## config.mk

```make
export PLATFORM = sky130hd
export DESIGN_NAME = char_rom_arbiter
export DESIGN_NICKNAME = d
export VERILOG_FILES = /design/src/rtl/char_rom_arbiter_pkg.sv /design/src/rtl/char_rom_arbiter.sv
export SDC_FILE = /design/constraint.sdc
export NUM_CORES = 1
export LEC_CHECK = 0
export ABC_AREA = 1
export BUFFER_PORTS_ARGS = -buffer_cell sky130_fd_sc_hd__buf_2
export CAP_MARGIN = 20
export CORE_ASPECT_RATIO = 1.75
export CORE_UTILIZATION = 25
export CTS_CLUSTER_SIZE = 24
export DETAILED_ROUTE_END_ITERATION = 16
export HOLD_SLACK_MARGIN = 0.12
export PLACE_DENSITY = 0.59
export SKIP_CTS_REPAIR_TIMING = 1
export SYNTH_ARGS = -nofsm -noshare
export SYNTH_HDL_FRONTEND = slang
export SYNTH_SLANG_ARGS = --single-unit
```

## constraint.sdc

```tcl
create_clock -name clk -period 2.2 [get_ports clk]
set_clock_uncertainty 0.15 [all_clocks]
set_input_delay 0.11 -clock clk [delete_from_list [all_inputs] [get_ports clk]]
set_output_delay 0.11 -clock clk [all_outputs]
set_load 0.01 [all_outputs]
```

## src/rtl/char_rom_arbiter_pkg.sv

```systemverilog
// Shared widths, burst length and state encoding for the character ROM arbiter.
// Also provides the helper that maps a target to the first address of its row.
package char_rom_arbiter_pkg;

    localparam int CHAR_YX_W   = 8;
    localparam int CHAR_CODE_W = 7;
    localparam int BURST_LEN   = 16;
    localparam int BEAT_W      = $clog2(BURST_LEN);

    localparam logic [BEAT_W-1:0] LAST_BEAT = BEAT_W'(BURST_LEN - 1);

    typedef enum logic {
        ST_IDLE  = 1'b0,
        ST_BURST = 1'b1
    } arb_state_e;

    // A burst always starts at x = 0 of the requested row.
    function automatic logic [CHAR_YX_W-1:0] row_start(input logic [CHAR_YX_W-1:0] yx);
        return {yx[CHAR_YX_W-1:BEAT_W], {BEAT_W{1'b0}}};
    endfunction

endpackage

```

## src/rtl/char_rom_arbiter.sv

```systemverilog
// Two-port arbiter in front of a 16x16 character ROM: single reads or whole-row bursts,
// round-robin on contention, one beat per cycle, response two cycles after grant.
module char_rom_arbiter
    import char_rom_arbiter_pkg::*;
(
    input  logic                   clk,
    input  logic                   rst,
    input  logic                   req0,
    input  logic                   req1,
    input  logic [CHAR_YX_W-1:0]   yx0,
    input  logic [CHAR_YX_W-1:0]   yx1,
    input  logic                   line0,
    input  logic                   line1,
    output logic                   gnt0,
    output logic                   gnt1,
    output logic [CHAR_YX_W-1:0]   rom_char_yx,
    input  logic [CHAR_CODE_W-1:0] rom_char_code,
    output logic                   rsp_valid,
    output logic                   rsp_id,
    output logic [CHAR_YX_W-1:0]   rsp_yx,
    output logic [CHAR_CODE_W-1:0] rsp_code,
    output logic                   rsp_last
);

    // Handshake: a requester holds req/yx/line stable until the cycle its gnt is
    // high; gnt is a combinational one-cycle accept, the address follows next cycle.

    arb_state_e          state;
    logic [BEAT_W-1:0]   beat_cnt;
    logic [BEAT_W-1:0]   next_beat;
    logic                rr_ptr;
    logic                grant_ok;
    logic                pick1;
    logic                any_gnt;
    logic                gnt_id;
    logic                gnt_line;
    logic [CHAR_YX_W-1:0] gnt_yx;
    logic                iss_valid;
    logic                iss_id;
    logic                iss_last;

    // rr_ptr = 1 means port 1 wins the next tie.
    always_comb begin
        grant_ok  = (state == ST_IDLE) || (beat_cnt == LAST_BEAT);
        pick1     = req1 && (!req0 || rr_ptr);
        gnt1      = !rst && grant_ok && pick1;
        gnt0      = !rst && grant_ok && req0 && !pick1;
        any_gnt   = gnt0 || gnt1;
        gnt_id    = gnt1;
        gnt_line  = gnt1 ? line1 : line0;
        gnt_yx    = gnt1 ? yx1 : yx0;
        next_beat = beat_cnt + BEAT_W'(1);
    end

    assign rsp_code = rom_char_code;

    always_ff @(posedge clk or posedge rst) begin
        if (rst) begin
            state       <= ST_IDLE;
            beat_cnt    <= '0;
            rr_ptr      <= 1'b0;
            rom_char_yx <= '0;
            iss_valid   <= 1'b0;
            iss_id      <= 1'b0;
            iss_last    <= 1'b0;
            rsp_valid   <= 1'b0;
            rsp_id      <= 1'b0;
            rsp_yx      <= '0;
            rsp_last    <= 1'b0;
        end else begin
            // Response stage lines up with ROM data, one cycle behind the address.
            rsp_valid <= iss_valid;
            rsp_id    <= iss_id;
            rsp_yx    <= rom_char_yx;
            rsp_last  <= iss_last;

            if (any_gnt) begin
                rr_ptr    <= ~gnt_id;
                iss_valid <= 1'b1;
                iss_id    <= gnt_id;
                beat_cnt  <= '0;
                if (gnt_line) begin
                    state       <= ST_BURST;
                    rom_char_yx <= row_start(gnt_yx);
                    iss_last    <= 1'b0;
                end else begin
                    state       <= ST_IDLE;
                    rom_char_yx <= gnt_yx;
                    iss_last    <= 1'b1;
                end
            end else if (state == ST_BURST && beat_cnt != LAST_BEAT) begin
                // Only the x nibble advances, so the row never wraps.
                beat_cnt    <= next_beat;
                rom_char_yx <= {rom_char_yx[CHAR_YX_W-1:BEAT_W], next_beat};
                iss_valid   <= 1'b1;
                iss_last    <= (next_beat == LAST_BEAT);
            end else begin
                state     <= ST_IDLE;
                beat_cnt  <= '0;
                iss_valid <= 1'b0;
            end
        end
    end

endmodule

```

======== Yosys cells after proc, flatten, opt, wreduce, memory -nomap -nowiden ========
Index checks and enable logic that the tools add are counted.
cells by class
  bitwise gates (word level) .............. 2
  reductions and logical operators ........ 13
  $add $sub $neg .......................... 1
  equality and inequality tests ........... 4
  muxes and demuxes ....................... 15
operators by type and width
  operator                                                       number
  4-bit two-way mux                                              4
  8-bit two-way mux                                              2
  1-bit two-way mux                                              9
  4-bit == test, second input constant                           2
  1-bit logical AND                                              6
  4-bit by 1-bit adder with 4-bit output, second input constant  1
  4-bit != test, second input constant                           1
  1-bit logical NOT                                              3
  1-bit logical OR                                               3
  2-bit != test, second input constant                           1
  1-bit inverter                                                 2
  2-bit nonzero test                                             1
word-level totals
  logic and storage cells ................. 47
  input bits .............................. 29
  register bits ........................... 28
  output and inout port bits .............. 28

======== Depth between registers and ports, before layout ========
  depth after elaboration ................. 7
  mapped depth ............................ 9
  mapped depth without buffers ............ 9

======== Least setup slack after synthesis ========
OpenSTA, ideal clock, no wires.
  path type ............................... input -> register
  from .................................... in rst
  to ...................................... reg rom_char_yx[0]
  stages .................................. 7
  path buffers ............................ 1
  setup slack ............................. 498 ps
  data required time ...................... 1,926 ps
  setup time .............................. 124 ps
  arrival ................................. 1,428 ps
  cell sequence ........................... inv_1 > nand3_4 > buf_6 > nand2_1 > nand2_1 > nand3_1 > a21oi_2
on the way
  cells in the longest elaborated chain, start to end .. 6
  elaborated cells between the ends (all ways) .. 11
  those cells by class .................... mux (4); reduce/logical (7)
RTL lines
  what                                                            line                                            source
  from (decl)                                                     char_rom_arbiter.sv:7                           input logic rst,
  1-bit logical NOT (no source line) (*)                          --
  1-bit logical AND (*)                                           char_rom_arbiter.sv:46, char_rom_arbiter.sv:47
  1-bit logical AND, on equally long branches                     char_rom_arbiter.sv:46, char_rom_arbiter.sv:47
  8-bit two-way mux, or another cell as far along                 char_rom_arbiter.sv:51                          gnt_yx = gnt1 ? yx1 : yx0;
  4-bit two-way mux / 1-bit logical OR (equally long branches)    char_rom_arbiter.sv:82, char_rom_arbiter.sv:48
  8-bit two-way mux / 2-bit nonzero test (equally long branches)  --
  to (signal assigned)                                            char_rom_arbiter.sv:84                          rom_char_yx <= row_start(gnt_yx);
  to (signal assigned)                                            char_rom_arbiter.sv:88                          rom_char_yx <= gnt_yx;
  to (signal assigned)                                            char_rom_arbiter.sv:94                          rom_char_yx <= {rom_char_yx[CHAR_YX_W-1:BEAT_W], next_beat};
  to (decl)                                                       char_rom_arbiter.sv:16                          output logic [CHAR_YX_W-1:0] rom_char_yx,
Mark *: on every way between the ends. The rest lies on a longest branch, timed or not. The select of a mux whose other input is x is not followed.
A chain may end at the register's enable or synchronous reset.

======== Worst setup path in the final report ========
  from .................................... reg beat_cnt[0]
  to ...................................... out gnt1
on the way
  cells in the longest elaborated chain, start to end .. 4
RTL lines
  what                             line                    source
  from (decl)                      char_rom_arbiter.sv:29  logic [BEAT_W-1:0] beat_cnt;
  from (signal assigned)           char_rom_arbiter.sv:93  beat_cnt <= next_beat;
  4-bit == test                    char_rom_arbiter.sv:44  grant_ok = (state == ST_IDLE) || (beat_cnt == LAST_BEAT);
  1-bit logical OR                 char_rom_arbiter.sv:44
  1-bit logical AND (2 in series)  char_rom_arbiter.sv:46  gnt1 = !rst && grant_ok && pick1;
  to (decl)                        char_rom_arbiter.sv:15  output logic gnt1,
Every way passes these cells.

==> Flow_metrics.wiki <==
{| class="wikitable"
! Metric !! Value
|-
| Worst EP arrival || 1.69 ns
|-
| Portion of the post-synthesis area used by sequential elements || 55.7%
|-
| Max-cap check violation count || 0
|-
| CTS tree || built
|-
| Path type of the worst setup path || reg -> out
|-
| Number of warnings issued by yosys || 0
|-
| Mean Syn Cell Area || 9.98 um^2
|-
| Worst Setup End Kind || primary output
|-
| Horizontal die dimension || 55.6 um
|-
| Number of fill cells in the layout || 468
|-
| DRT iter0 DRCs || 6
|-
| Die Y || 95.8 um
|-
| Count of flip-flops with a built-in enable after synthesis || 0
|-
| Antenna diode count || 0
|-
| CP max stage delay || 0.41 ns
|-
| Worst slew margin || 69.0%
|-
| Final setup viols || 0
|-
| Hold Violations, Final || 0
|-
| Detailed-placement wirelength estimate || 1990 um
|-
| Kind of path behind the tightest hold check || in -> reg
|-
| Area growth syn-to-layout || 39.6%
|-
| Global-route wire length before repair || 4010 um
|-
| H-Tree Level Count || 1
|-
| Net count of the mapped netlist || 157
|-
| Placer Congestion || 0.866
|-
| #FFs+latches synth || 28
|-
| Post-synth cell types || 18
|-
| Status || complete, no violations
|-
| Starting density of the core || 26.5%
|-
| Critical path peak fanout || 14
|-
| DRT antenna net count || 0
|-
| Total gr overflow || 0
|-
| Number of max-slew violations in the final report || 0
|-
| Cell chain of the critical path || ha_1 -> nand3_2 -> nand2_4 -> nand3_4 -> inv_1 -> buf_2
|-
| Worst-Margin Slew || 0.464 ns
|-
| Total global-route track usage || 9.77%
|-
| Count of port buffers added during placement || 42
|-
| Wire length per cell after detailed routing || 11.1 um
|-
| Largest net degree at the start of global routing || 25
|-
| Leakage || 0.903 nW
|-
| Net switching component of the power || 0.720 mW
|-
| Proportion of register bits with asynchronous set or reset after synthesis || 100%
|-
| Int Power || 1.32 mW
|-
| Cell row count || 33
|-
| Register share of total power || 43.0%
|-
| Layout cells sized above 1 || 30.6%
|-
| Setup repair after global routing missed its margin || no
|-
| Die Outline Area || 0.00533 mm^2
|-
| CTS Buffer Depth || 2
|-
| Setup crit start kind || flop
|-
| Nets || 218
|-
| Via-per-instance ratio || 4.35
|-
| Boundary Pins || 57
|-
| Post-route DRC || 0
|-
| Clock transition time at the flip-flop clock pins of the worst setup and hold paths || 0.09 ns
|-
| Clk root buf || sky130_fd_sc_hd__clkbuf_8
|-
| Number of cells produced by synthesis || 126
|-
| Total power divided by cell area || 1160 mW/mm^2
|-
| Fin crit share || 88.7%
|-
| Post-route setup TNS || 0 ns
|-
| Buffering stage count on the worst path with inverters included || 2
|-
| Via count of the first global-routing pass || 920
|-
| Pre-antenna DRT Iters || 3
|-
| Clock buffer count from CTS || 3
|-
| Worst slack at placement || 0.292 ns
|-
| Switching power share of the total || 35.2%
|-
| Final setup slack of the worst path || 0.248 ns
|-
| Clock share of power || 19.3%
|-
| Antenna violations before repair || 0
|-
| Data required time at the worst endpoint || 1.94 ns
|-
| Core area || 0.00475 mm^2
|-
| Largest delay contributor family on the critical path || simple AND/OR/NAND/NOR gates
|-
| Num Clock Sinks || 28
|-
| Peak clock frequency supported by timing || 512 MHz
|-
| WL final || 2640 um
|-
| Predominant post-synthesis flop cell || sky130_fd_sc_hd__dfrtp_1
|-
| Worst ir drop on vdd || 0.622 mV
|-
| Slowest-stage cell, CP || sky130_fd_sc_hd__dfrtp_1
|-
| Worst-skew pair later-pin latency || 0.27 ns
|-
| Via count || 1035
|-
| Share of total power in combinational logic || 37.7%
|-
| Combined area of all synthesized cells || 0.00126 mm^2
|-
| Minimum clock period after layout || 1.95 ns
|}
cell usage after synthesis, types with 2 or more instances:
cell | number | area [um^2]
sky130_fd_sc_hd__a21oi_1 | 2 | 10.0
sky130_fd_sc_hd__a21oi_2 | 3 | 26.3
sky130_fd_sc_hd__buf_4 | 7 | 52.6
sky130_fd_sc_hd__buf_6 | 3 | 33.8
sky130_fd_sc_hd__dfrtp_1 | 28 | 701
sky130_fd_sc_hd__ha_1 | 2 | 25.0
sky130_fd_sc_hd__inv_1 | 14 | 52.6
sky130_fd_sc_hd__nand2_1 | 21 | 78.8
sky130_fd_sc_hd__nand2_4 | 2 | 22.5
sky130_fd_sc_hd__nand3_1 | 7 | 35.0
sky130_fd_sc_hd__nand3_4 | 2 | 35.0
sky130_fd_sc_hd__nand4_1 | 5 | 31.3
sky130_fd_sc_hd__nor2_1 | 15 | 56.3
sky130_fd_sc_hd__o21ai_0 | 8 | 40.0
sky130_fd_sc_hd__o21ai_1 | 4 | 20.0
cell usage in the layout, fill, tap and decap left out:
cell type,Yosys,routed
sky130_fd_sc_hd__ha_1,2,2
sky130_fd_sc_hd__nand3_1,7,7
sky130_fd_sc_hd__a31o_2,1,1
sky130_fd_sc_hd__bufinv_16,0,1
sky130_fd_sc_hd__o21ai_0,8,8
sky130_fd_sc_hd__a21boi_4,1,1
sky130_fd_sc_hd__nand2_4,2,2
sky130_fd_sc_hd__nand3_4,2,2
sky130_fd_sc_hd__nand2_1,21,21
sky130_fd_sc_hd__nand4_1,5,5
sky130_fd_sc_hd__clkbuf_8,0,3
sky130_fd_sc_hd__dlygate4sd3_1,0,23
sky130_fd_sc_hd__nand3_2,1,1
sky130_fd_sc_hd__a21oi_1,2,2
sky130_fd_sc_hd__buf_4,7,1
sky130_fd_sc_hd__a21oi_2,3,3
sky130_fd_sc_hd__o21ai_1,4,4
sky130_fd_sc_hd__nor2_1,15,15
sky130_fd_sc_hd__buf_2,0,42
sky130_fd_sc_hd__dfrtp_1,28,28
sky130_fd_sc_hd__inv_1,14,14
metrics by stage:
stage / instances / area [um^2] / hold WS (ns) / power [mW] / util, %
floorplan: 126 / 1260 / 0.123 / 1.41 / -
detailed placement: 211 / 1450 / -0.00610 / 1.64 / 30.6
global route: 238 / 1760 / 0.142 / 2.21 / 37.0
finish: 238 / 1760 / 0.0581 / 2.04 / 37.0
CTS: 215 / 1530 / -0.307 / 2.04 / 32.1
global placement: 211 / 1450 / -0.0143 / 1.63 / 30.6
cell type report:
class	instances	area [um^2]	share of cell area (%)
multi-input cells	74	418	23.8
clock inverters	1	30.0	1.71
inverters	14	52.6	2.99
clock buffers	3	41.3	2.35
well taps	52	65.1	3.71
repair buffers	66	448	25.5
flip-flops and latches	28	701	39.9
power by group through the flow:
stage	clock, mW	sequential [mW]	combinational, mW
after floorplan	0	0.964	0.445
after global placement	0	0.890	0.743
after detailed placement	0	0.896	0.746
after CTS	0.408	0.884	0.748
after global routing	0.424	0.908	0.879
final	0.394	0.878	0.770
state kept, by name, indices dropped and copies added (netlist names):
| name | count |
|---|---|
| iss_valid | 1 |
| rsp_id | 1 |
| rsp_valid | 1 |
| rsp_yx | 8 |
| rom_char_yx | 8 |
| rr_ptr | 1 |
| iss_last | 1 |
| rsp_last | 1 |
| beat_cnt | 4 |
| iss_id | 1 |
| state | 1 |
routing by layer:
| layer | up-vias | GRT usage [%] | part of all wire, % |
|---|---|---|---|
| met5 | - | 0 | 0 |
| met4 | 0 | 7.08 | 3.5 |
| met3 | 9 | 2.02 | 5.9 |
| met2 | 46 | 17.1 | 50 |
| met1 | 463 | 10.4 | 41 |
| li1 | 517 | - | - |
worst paths after layout:
path	startpoint	end	slack [ns]	depth (start not counted)
worst max register to register	beat_cnt[0]	rom_char_yx[0]	0.30	8
max in group asynchronous	rst	rsp_yx[1]	1.00	4
worst max-delay path	beat_cnt[0]	gnt1	0.25	6
worst min-delay path	yx0[1]	rom_char_yx[1]	0.06	5
min in group asynchronous	rst	beat_cnt[2]	0.24	3
worst min register to register	iss_valid	rsp_valid	0.21	0
worst register-to-register path, cell delays in order, from the launching register on:
cell and delay, ns:
sky130_fd_sc_hd__dfrtp_1 0.43, sky130_fd_sc_hd__ha_1 0.25, sky130_fd_sc_hd__nand3_2 0.09, sky130_fd_sc_hd__nand2_4 0.11
sky130_fd_sc_hd__nand3_4 0.19, sky130_fd_sc_hd__nand2_4 0.12, sky130_fd_sc_hd__inv_1 0.20, sky130_fd_sc_hd__o21ai_0 0.16
sky130_fd_sc_hd__a21oi_2 0.15
logic make-up (layout without fill, tap and decap cells):
logic type / count (synthesis) / after routing / share of synthesized area, %
AND/OR/NAND/NOR: 53 / 53 / 21.4
flip-flops: 28 / 28 / 55.7
buffers and inverters: 24 / 84 / 11.0
AO/OA/AOI/OAI: 19 / 19 / 9.85
adder cells (fa/ha/maj): 2 / 2 / 1.99
Power figures use the tool's default switching activity.
